**config.mk**
```make
export PLATFORM = sky130hd
export DESIGN_NAME = uart_fifo_xcvr_flat
export DESIGN_NICKNAME = d
export VERILOG_FILES = /design/src/rtl/uart_fifo_xcvr_if.sv /design/src/rtl/uart_fifo_xcvr.sv /design/src/flat_wrapper.sv
export SDC_FILE = /design/constraint.sdc
export NUM_CORES = 1
export LEC_CHECK = 0
export ABC_CLOCK_PERIOD_IN_PS = 3100
export BUFFER_PORTS_ARGS = -buffer_cell sky130_fd_sc_hd__buf_2
export CAP_MARGIN = 25
export CORE_AREA = 4 4 109 137
export CTS_CLUSTER_SIZE = 16
export DETAILED_ROUTE_END_ITERATION = 6
export DIE_AREA = 0 0 113 141
export PLACE_DENSITY = 0.52
export SLEW_MARGIN = 20
export SYNTH_ARGS = -nofsm -noshare
export SYNTH_HDL_FRONTEND = slang
export SYNTH_SLANG_ARGS = --single-unit
```
**constraint.sdc**
```tcl
create_clock -name clk -period 3.1 [get_ports clk]
set_input_delay 0.155 -clock clk [delete_from_list [all_inputs] [get_ports clk]]
set_output_delay 0.155 -clock clk [all_outputs]
set_load 0.1 [all_outputs]
```
**src/rtl/uart_fifo_xcvr_if.sv**
```systemverilog
`default_nettype none
// ============================================================================
// Module   : uart_fifo_xcvr_if
// Brief    : Host-side bundle for uart_fifo_xcvr (TX queue push, RX results).
// Revision : 1.0 - initial release
// ============================================================================
interface uart_fifo_xcvr_if #(
    parameter int DATA_BITS  = 8,
    parameter int FIFO_DEPTH = 4
);
    localparam int c_LVL_W = $clog2(FIFO_DEPTH) + 1;

    logic                 transmit;
    logic [DATA_BITS-1:0] tx_byte;
    logic                 tx_full;
    logic [c_LVL_W-1:0]   tx_level;
    logic                 tx_drop;
    logic                 received;
    logic [DATA_BITS-1:0] rx_byte;
    logic                 is_receiving;
    logic                 is_transmitting;
    logic                 recv_error;

    modport master (
        output transmit, tx_byte,
        input  tx_full, tx_level, tx_drop, received, rx_byte,
               is_receiving, is_transmitting, recv_error
    );

    modport slave (
        input  transmit, tx_byte,
        output tx_full, tx_level, tx_drop, received, rx_byte,
               is_receiving, is_transmitting, recv_error
    );
endinterface
`default_nettype wire

```
**src/rtl/uart_fifo_xcvr.sv**
```systemverilog
`default_nettype none
// ============================================================================
// Module   : uart_fifo_xcvr
// Brief    : FIFO-buffered UART transceiver with internal loopback.
//            Define UART_PARITY_EN to add a parity bit (sense from PARITY_ODD).
// Revision : 1.0 - initial release
// ============================================================================
module uart_fifo_xcvr #(
    parameter int CLK_DIV    = 16,
    parameter int DATA_BITS  = 8,
    parameter int FIFO_DEPTH = 4,
    parameter int STOP_BITS  = 1,
    parameter int PARITY_ODD = 0
) (
    input  logic             clk,
    input  logic             rst,
    input  logic             rx,
    input  logic             loopback,
    output logic             tx,
    uart_fifo_xcvr_if.slave  ctrl
);
    localparam int c_CW = $clog2(CLK_DIV);
    localparam int c_BW = $clog2(DATA_BITS + 1);
    localparam int c_AW = $clog2(FIFO_DEPTH);
    localparam int c_LW = c_AW + 1;

    localparam logic [c_CW-1:0] c_CNT_LAST  = c_CW'(CLK_DIV - 1);
    localparam logic [c_CW-1:0] c_CNT_HALF  = c_CW'(CLK_DIV / 2 - 1);
    localparam logic [c_BW-1:0] c_BIT_LAST  = c_BW'(DATA_BITS - 1);
    localparam logic [c_BW-1:0] c_STOP_LAST = c_BW'(STOP_BITS - 1);
    localparam logic [c_LW-1:0] c_FULL_LVL  = c_LW'(FIFO_DEPTH);

    localparam logic [2:0] c_S_IDLE   = 3'd0;
    localparam logic [2:0] c_S_START  = 3'd1;
    localparam logic [2:0] c_S_DATA   = 3'd2;
    localparam logic [2:0] c_S_STOP   = 3'd4;
    localparam logic [2:0] c_S_WAIT   = 3'd5;
`ifdef UART_PARITY_EN
    localparam logic [2:0] c_S_PARITY = 3'd3;
    localparam logic       c_PAR_ODD  = (PARITY_ODD != 0);
`else
    logic w_unused_parity;
    assign w_unused_parity = (PARITY_ODD != 0);
`endif

    // ---------------- TX FIFO ----------------
    logic [DATA_BITS-1:0] r_mem [FIFO_DEPTH];
    logic [c_AW-1:0]      r_wr_ptr, r_rd_ptr;
    logic [c_LW-1:0]      r_level;
    logic                 r_drop;
    logic                 w_empty, w_full, w_push, w_pop;

    assign w_empty = (r_level == '0);
    assign w_full  = (r_level == c_FULL_LVL);
    assign w_push  = ctrl.transmit && (!w_full || w_pop);

    always_ff @(posedge clk) begin
        if (rst) begin
            r_wr_ptr <= '0;
            r_rd_ptr <= '0;
            r_level  <= '0;
            r_drop   <= 1'b0;
        end else begin
            r_drop <= ctrl.transmit && w_full && !w_pop;
            if (w_push) r_wr_ptr <= r_wr_ptr + 1'b1;
            if (w_pop)  r_rd_ptr <= r_rd_ptr + 1'b1;
            if (w_push && !w_pop)      r_level <= r_level + 1'b1;
            else if (!w_push && w_pop) r_level <= r_level - 1'b1;
        end
    end

    always_ff @(posedge clk) begin
        if (w_push) r_mem[r_wr_ptr] <= ctrl.tx_byte;
    end

    // ---------------- TX FSM ----------------
    logic [2:0]           r_tx_state;
    logic [c_CW-1:0]      r_tx_cnt;
    logic [c_BW-1:0]      r_tx_bit;
    logic [DATA_BITS-1:0] r_tx_shift;
    logic                 r_tx_line, r_tx_busy;
    logic                 w_tx_tick, w_tx_frame_end;
`ifdef UART_PARITY_EN
    logic                 r_tx_par;
`endif

    assign w_tx_tick      = (r_tx_cnt == c_CNT_LAST);
    assign w_tx_frame_end = (r_tx_state == c_S_STOP) && w_tx_tick && (r_tx_bit == c_STOP_LAST);
    // Popping at the end of STOP chains frames back-to-back with no idle gap.
    assign w_pop          = !w_empty && ((r_tx_state == c_S_IDLE) || w_tx_frame_end);

    always_ff @(posedge clk) begin
        if (rst) begin
            r_tx_state <= c_S_IDLE;
            r_tx_cnt   <= '0;
            r_tx_bit   <= '0;
            r_tx_shift <= '0;
            r_tx_line  <= 1'b1;
            r_tx_busy  <= 1'b0;
`ifdef UART_PARITY_EN
            r_tx_par   <= 1'b0;
`endif
        end else begin
            if (r_tx_state == c_S_IDLE || w_tx_tick) r_tx_cnt <= '0;
            else                                     r_tx_cnt <= r_tx_cnt + 1'b1;

            if (w_pop) begin
                r_tx_shift <= r_mem[r_rd_ptr];
`ifdef UART_PARITY_EN
                r_tx_par   <= (^r_mem[r_rd_ptr]) ^ c_PAR_ODD;
`endif
                r_tx_state <= c_S_START;
                r_tx_line  <= 1'b0;
                r_tx_busy  <= 1'b1;
            end else begin
                case (r_tx_state)
                    c_S_START: if (w_tx_tick) begin
                        r_tx_state <= c_S_DATA;
                        r_tx_line  <= r_tx_shift[0];
                        r_tx_shift <= r_tx_shift >> 1;
                        r_tx_bit   <= '0;
                    end
                    c_S_DATA: if (w_tx_tick) begin
                        if (r_tx_bit == c_BIT_LAST) begin
`ifdef UART_PARITY_EN
                            r_tx_state <= c_S_PARITY;
                            r_tx_line  <= r_tx_par;
`else
                            r_tx_state <= c_S_STOP;
                            r_tx_line  <= 1'b1;
                            r_tx_bit   <= '0;
`endif
                        end else begin
                            r_tx_bit   <= r_tx_bit + 1'b1;
                            r_tx_line  <= r_tx_shift[0];
                            r_tx_shift <= r_tx_shift >> 1;
                        end
                    end
`ifdef UART_PARITY_EN
                    c_S_PARITY: if (w_tx_tick) begin
                        r_tx_state <= c_S_STOP;
                        r_tx_line  <= 1'b1;
                        r_tx_bit   <= '0;
                    end
`endif
                    c_S_STOP: if (w_tx_tick) begin
                        if (r_tx_bit == c_STOP_LAST) begin
                            r_tx_state <= c_S_IDLE;
                            r_tx_busy  <= 1'b0;
                        end else begin
                            r_tx_bit <= r_tx_bit + 1'b1;
                        end
                    end
                    default: begin
                        r_tx_state <= c_S_IDLE;
                        r_tx_busy  <= 1'b0;
                    end
                endcase
            end
        end
    end

    assign tx = loopback ? 1'b1 : r_tx_line;

    // ---------------- RX path ----------------
    logic                 r_sync1, r_sync2;
    logic [2:0]           r_rx_state;
    logic [c_CW-1:0]      r_rx_cnt;
    logic [c_BW-1:0]      r_rx_bit;
    logic [DATA_BITS-1:0] r_rx_shift, r_rx_byte;
    logic                 r_received, r_recv_error, r_rx_busy;
    logic                 w_rx_src, w_line, w_rx_tick, w_par_ok;

    assign w_rx_src  = loopback ? r_tx_line : rx;
    assign w_line    = r_sync2;
    assign w_rx_tick = (r_rx_cnt == '0);
`ifdef UART_PARITY_EN
    logic r_par_err;
    assign w_par_ok = !r_par_err;
`else
    assign w_par_ok = 1'b1;
`endif

    always_ff @(posedge clk) begin
        if (rst) begin
            r_sync1      <= 1'b1;
            r_sync2      <= 1'b1;
            r_rx_state   <= c_S_IDLE;
            r_rx_cnt     <= '0;
            r_rx_bit     <= '0;
            r_rx_shift   <= '0;
            r_rx_byte    <= '0;
            r_received   <= 1'b0;
            r_recv_error <= 1'b0;
            r_rx_busy    <= 1'b0;
`ifdef UART_PARITY_EN
            r_par_err    <= 1'b0;
`endif
        end else begin
            r_sync1      <= w_rx_src;
            r_sync2      <= r_sync1;
            r_received   <= 1'b0;
            r_recv_error <= 1'b0;
            if (r_rx_state != c_S_IDLE && r_rx_state != c_S_WAIT)
                r_rx_cnt <= w_rx_tick ? c_CNT_LAST : r_rx_cnt - 1'b1;

            case (r_rx_state)
                c_S_IDLE: if (!w_line) begin
                    r_rx_state <= c_S_START;
                    r_rx_cnt   <= c_CNT_HALF;
                    r_rx_busy  <= 1'b1;
`ifdef UART_PARITY_EN
                    r_par_err  <= 1'b0;
`endif
                end
                // Mid start bit: a high line here means a glitch, not a frame.
                c_S_START: if (w_rx_tick) begin
                    if (w_line) begin
                        r_rx_state <= c_S_IDLE;
                        r_rx_busy  <= 1'b0;
                    end else begin
                        r_rx_state <= c_S_DATA;
                        r_rx_bit   <= '0;
                    end
                end
                c_S_DATA: if (w_rx_tick) begin
                    r_rx_shift <= {w_line, r_rx_shift[DATA_BITS-1:1]};
                    if (r_rx_bit == c_BIT_LAST) begin
`ifdef UART_PARITY_EN
                        r_rx_state <= c_S_PARITY;
`else
                        r_rx_state <= c_S_STOP;
`endif
                    end else begin
                        r_rx_bit <= r_rx_bit + 1'b1;
                    end
                end
`ifdef UART_PARITY_EN
                c_S_PARITY: if (w_rx_tick) begin
                    r_par_err  <= (w_line != ((^r_rx_shift) ^ c_PAR_ODD));
                    r_rx_state <= c_S_STOP;
                end
`endif
                c_S_STOP: if (w_rx_tick) begin
                    if (w_line && w_par_ok) begin
                        r_rx_byte  <= r_rx_shift;
                        r_received <= 1'b1;
                        r_rx_state <= c_S_IDLE;
                        r_rx_busy  <= 1'b0;
                    end else begin
                        r_recv_error <= 1'b1;
                        r_rx_state   <= c_S_WAIT;
                    end
                end
                c_S_WAIT: if (w_line) begin
                    r_rx_state <= c_S_IDLE;
                    r_rx_busy  <= 1'b0;
                end
                default: begin
                    r_rx_state <= c_S_IDLE;
                    r_rx_busy  <= 1'b0;
                end
            endcase
        end
    end

    assign ctrl.tx_full         = w_full;
    assign ctrl.tx_level        = r_level;
    assign ctrl.tx_drop         = r_drop;
    assign ctrl.received        = r_received;
    assign ctrl.rx_byte         = r_rx_byte;
    assign ctrl.is_receiving    = r_rx_busy;
    assign ctrl.is_transmitting = r_tx_busy;
    assign ctrl.recv_error      = r_recv_error;
endmodule
`default_nettype wire
```
**src/flat_wrapper.sv**
```systemverilog
// flat-port wrapper written by rule: the top's interface ports become plain ports
module uart_fifo_xcvr_flat 
#(
    parameter int CLK_DIV    = 16,
    parameter int DATA_BITS  = 8,
    parameter int FIFO_DEPTH = 4,
    parameter int STOP_BITS  = 1,
    parameter int PARITY_ODD = 0
)
  (clk, rst, rx, loopback, tx, ctrl_transmit, ctrl_tx_byte, ctrl_tx_full, ctrl_tx_level, ctrl_tx_drop, ctrl_received, ctrl_rx_byte, ctrl_is_receiving, ctrl_is_transmitting, ctrl_recv_error);
  uart_fifo_xcvr_if #(.DATA_BITS(DATA_BITS), .FIFO_DEPTH(FIFO_DEPTH)) ctrl_i ();
  input  logic clk;
  input  logic rst;
  input  logic rx;
  input  logic loopback;
  output logic tx;
  input wire logic [$bits(ctrl_i.transmit)-1:0] ctrl_transmit;
  input wire logic [$bits(ctrl_i.tx_byte)-1:0] ctrl_tx_byte;
  output wire logic [$bits(ctrl_i.tx_full)-1:0] ctrl_tx_full;
  output wire logic [$bits(ctrl_i.tx_level)-1:0] ctrl_tx_level;
  output wire logic [$bits(ctrl_i.tx_drop)-1:0] ctrl_tx_drop;
  output wire logic [$bits(ctrl_i.received)-1:0] ctrl_received;
  output wire logic [$bits(ctrl_i.rx_byte)-1:0] ctrl_rx_byte;
  output wire logic [$bits(ctrl_i.is_receiving)-1:0] ctrl_is_receiving;
  output wire logic [$bits(ctrl_i.is_transmitting)-1:0] ctrl_is_transmitting;
  output wire logic [$bits(ctrl_i.recv_error)-1:0] ctrl_recv_error;
  assign ctrl_i.transmit = ctrl_transmit;
  assign ctrl_i.tx_byte = ctrl_tx_byte;
  assign ctrl_tx_full = ctrl_i.tx_full;
  assign ctrl_tx_level = ctrl_i.tx_level;
  assign ctrl_tx_drop = ctrl_i.tx_drop;
  assign ctrl_received = ctrl_i.received;
  assign ctrl_rx_byte = ctrl_i.rx_byte;
  assign ctrl_is_receiving = ctrl_i.is_receiving;
  assign ctrl_is_transmitting = ctrl_i.is_transmitting;
  assign ctrl_recv_error = ctrl_i.recv_error;
  uart_fifo_xcvr #(.CLK_DIV(CLK_DIV), .DATA_BITS(DATA_BITS), .FIFO_DEPTH(FIFO_DEPTH), .STOP_BITS(STOP_BITS), .PARITY_ODD(PARITY_ODD)) u_core (.clk(clk), .rst(rst), .rx(rx), .loopback(loopback), .tx(tx), .ctrl(ctrl_i));
endmodule
```
==> run summary <==
Core ar.: 13,630 um2
delay-heaviest family, CP: simple AND/OR/NAND/NOR gates
Worst Path Arrival: 3.11 ns
CTS Sinks: 95
Most Crowded Layer GR: met2
global route overflow: 0
Clock power frac: 30.8%
Worst Path Max Fanout: 7
crit path cell chain: inv_1 -> ha_1 -> or3b_1 -> o211ai_1 -> and3_1 -> ha_1 -> inv_1 -> fa_1 -> xor2_1 -> or3_1 -> a21oi_1
flops & latches, synth: 95
DRT Pass-1 Iters: 4
die area: 15,930 um2
I/O pins: 31
Synth Flop Type: dfxtp_1
drt initial violations: 91
most common cell in the netlist: dfxtp_1
cts hold-fix bufs: 0
synth top area cells: dfxtp_1, edfxtp_1, mux4_2
vias in the first global route: 2,633
ANT cells: 0
Resized cells post-CTS: 0
status: finished clean
Port Buffer Count: 30
power density over cell area: 759.9 nW/um2
first-pass GRT wire length: 12.79 mm
WP buf/inv: 2
Hold Vio Cnt, Final: 0
Tightest Hold Check Type: input pin to register
met3 global-route usage: 2.490%
WL final: 7.467 mm
Crit Path Category: register to register
fin nets: 414
Post-Syn Area: 4048 um2
fmax: 349.5 MHz
largest net degree at the start of global routing: 45
Post-synth EDFFs: 32
Die X: 113 um
met1 Use GR: 12.53%
worst-case clock buffer depth: 2
Max-Cap Viols: 0
Setup-failing EPs final: 0
NetSw: 1.214 mW
syn avg cell area: 11.12 um2
Rows: 48
max-slew violations: 0
Post-CTS Setup Repair Bufs: 0
CTS tree: done
DR WL/cell: 13.10 um
post-route DRC violation count: 0
TNS Setup: 0 ns
sequential share of power: 44.5%
count of cell types in the netlist: 58
Slowest-stage cell, CP: or3b_1
fraction of registers with async set/reset: 0%
clock-pin slew on the worst setup and hold paths: 0.08 ns
Slew headroom: 39.41%
crit path capture type: register
P_leak: 1.716 nW
top cells by count, synth: dfxtp_1, nor2_1, edfxtp_1
fill count: 1,324
root buffer cell: clkbuf_16
Pint: 2.337 mW
Util after Layout: 34.27%
via/cell ratio: 4.623
fin crit share: 92.29%
layout cells sized above 1: 19.75%
Die Ht: 141 um
H-tree depth: 3
area grow syn2layout: 15.43%
global-route met2 utilization: 16.26%
via count: 2,635
cell taking the most area after synthesis: dfxtp_1
warning count from the yosys run: 0
Placer Congestion: 0.7650
unrepaired setup endpoints after global routing: false
initial antenna violation count: 0
worst vdd ir: 0.0003412 V
worst skew pair latency: 0.34 ns
post-synth top area share: 31.16%
remaining antenna violation count after routing: 0
startpoint types: register
sw frac: 34.18%
pin slew with the least headroom to its limit: 0.9088 ns
Tot GR Track Use: 9.909%
Worst EP required: 3.35 ns
sequential area share after synthesis: 54.90%
post-layout minimum cycle time: 2.861 ns
Initial Utilization: 29.69%
Post-Synthesis Net Count: 388
Final HPWL DP: 5.131 mm
Mapped Cells: 364
slowest stage delay, CP: 0.41 ns
CTS Buf Count: 9
share of total power in combinational logic: 24.7%
clock skew: 0.009660 ns
## state kept, by name (all words and copies together), names as in the netlist, 2 cells and up, named ones only
signal	cells
u_core.ctrl.rx_byte	8
u_core.r_mem	32
u_core.r_rx_shift	8
u_core.r_rx_bit	4
u_core.r_tx_shift	8
u_core.ctrl.tx_level	3
u_core.r_wr_ptr	2
u_core.r_rd_ptr	2
u_core.r_rx_state	3
u_core.r_rx_cnt	4
u_core.r_tx_state	3
u_core.r_tx_bit	4
u_core.r_tx_cnt	4
## metal layers
| metal | wire length [um] | up-vias |
|---|---|---|
| met1 | 3563 | 1241 |
| met2 | 3538 | 33 |
| li1 | - | 1350 |
| met4 | 116 | 0 |
| met5 | 0 | - |
| met3 | 249 | 11 |
## cells in the final DEF, fill, tap and decap left out, types with 2 or more instances in the layout
master     instances
dfxtp_1           60
nor2_1            45
edfxtp_1          32
buf_2             30
nand2_1           26
a21oi_1           23
mux2i_1           17
nand3_1           12
inv_1             11
ha_1              10
clkbuf_16          9
xor2_1             8
mux4_2             8
nor3_1             8
a211oi_2           7
nand2b_1           6
and2_1             5
o21ai_1            4
o21ai_0            4
nand3b_1           4
a21o_1             4
and3_1             3
or2_2              3
or3_1              3
nor4_1             3
xnor2_1            3
inv_6              3
buf_4              3
or3b_1             2
a211oi_1           2
nand4b_1           2
a2111oi_0          2
a32oi_1            2
inv_8              2
dfxtp_2            2
## path summary, 6_finish.rpt
path / end / slack [ns] / start / cells past startpoint
worst min-delay path: u_core.r_mem[2][4] / 0.02 / ctrl_tx_byte[4] / 1
worst max register to register: u_core.ctrl.tx_level[2] / 0.24 / u_core.r_tx_bit[0] / 11
worst max-delay path: u_core.ctrl.tx_level[2] / 0.24 / u_core.r_tx_bit[0] / 11
worst min register to register: u_core.r_tx_cnt[0] / 0.45 / u_core.r_tx_cnt[0] / 1
## final cells by class
cell class / instances / area, um2 / area share [%]
Tap cell: 175 / 219.0 / 4.687
Multi-Input combinational cell: 239 / 1707 / 36.53
Clock inverter: 7 / 72.57 / 1.553
Inverter: 12 / 47.55 / 1.018
Clock buffer: 9 / 225.2 / 4.821
Sequential cell: 95 / 2228 / 47.70
Timing Repair Buffer: 33 / 172.7 / 3.696
## power by group through the flow
stage	logic, mW	clock network (mW)	registers (mW)
after global routing	0.970	1.18	1.61
after global placement	0.872	0	1.61
after floorplan	0.665	0	1.69
final	0.876	1.09	1.58
after detailed placement	0.885	0	1.61
after CTS	0.888	1.13	1.59
## metrics by stage
stage / instances / instance area (um2) / power [mW] / worst slack [ns] / hold WS, ns
floorplan: 364 / 4065 / 2.359 / 0.07434 / 0.2539
global route: 570 / 4672 / 3.757 / 0.01909 / 0.01764
CTS: 570 / 4672 / 3.602 / 0.2234 / 0.01459
global placement: 554 / 4374 / 2.481 / 0.3360 / 0.3657
detailed placement: 554 / 4374 / 2.499 / 0.2522 / 0.3712
finish: 570 / 4672 / 3.550 / 0.2391 / 0.02183
## cells by family after synthesis
family	count (synthesis)	share of synthesized area [%]
xor gates and xnor gates	11	2.380
AOI/OAI and AO/OA	60	10.48
buffers and inverters	30	3.215
DFF	95	54.90
and+or+nand+nor	130	16.23
adders and majority gates	11	3.586
muxes	27	9.212
Note: power is estimated with default switching activity, not from simulation.
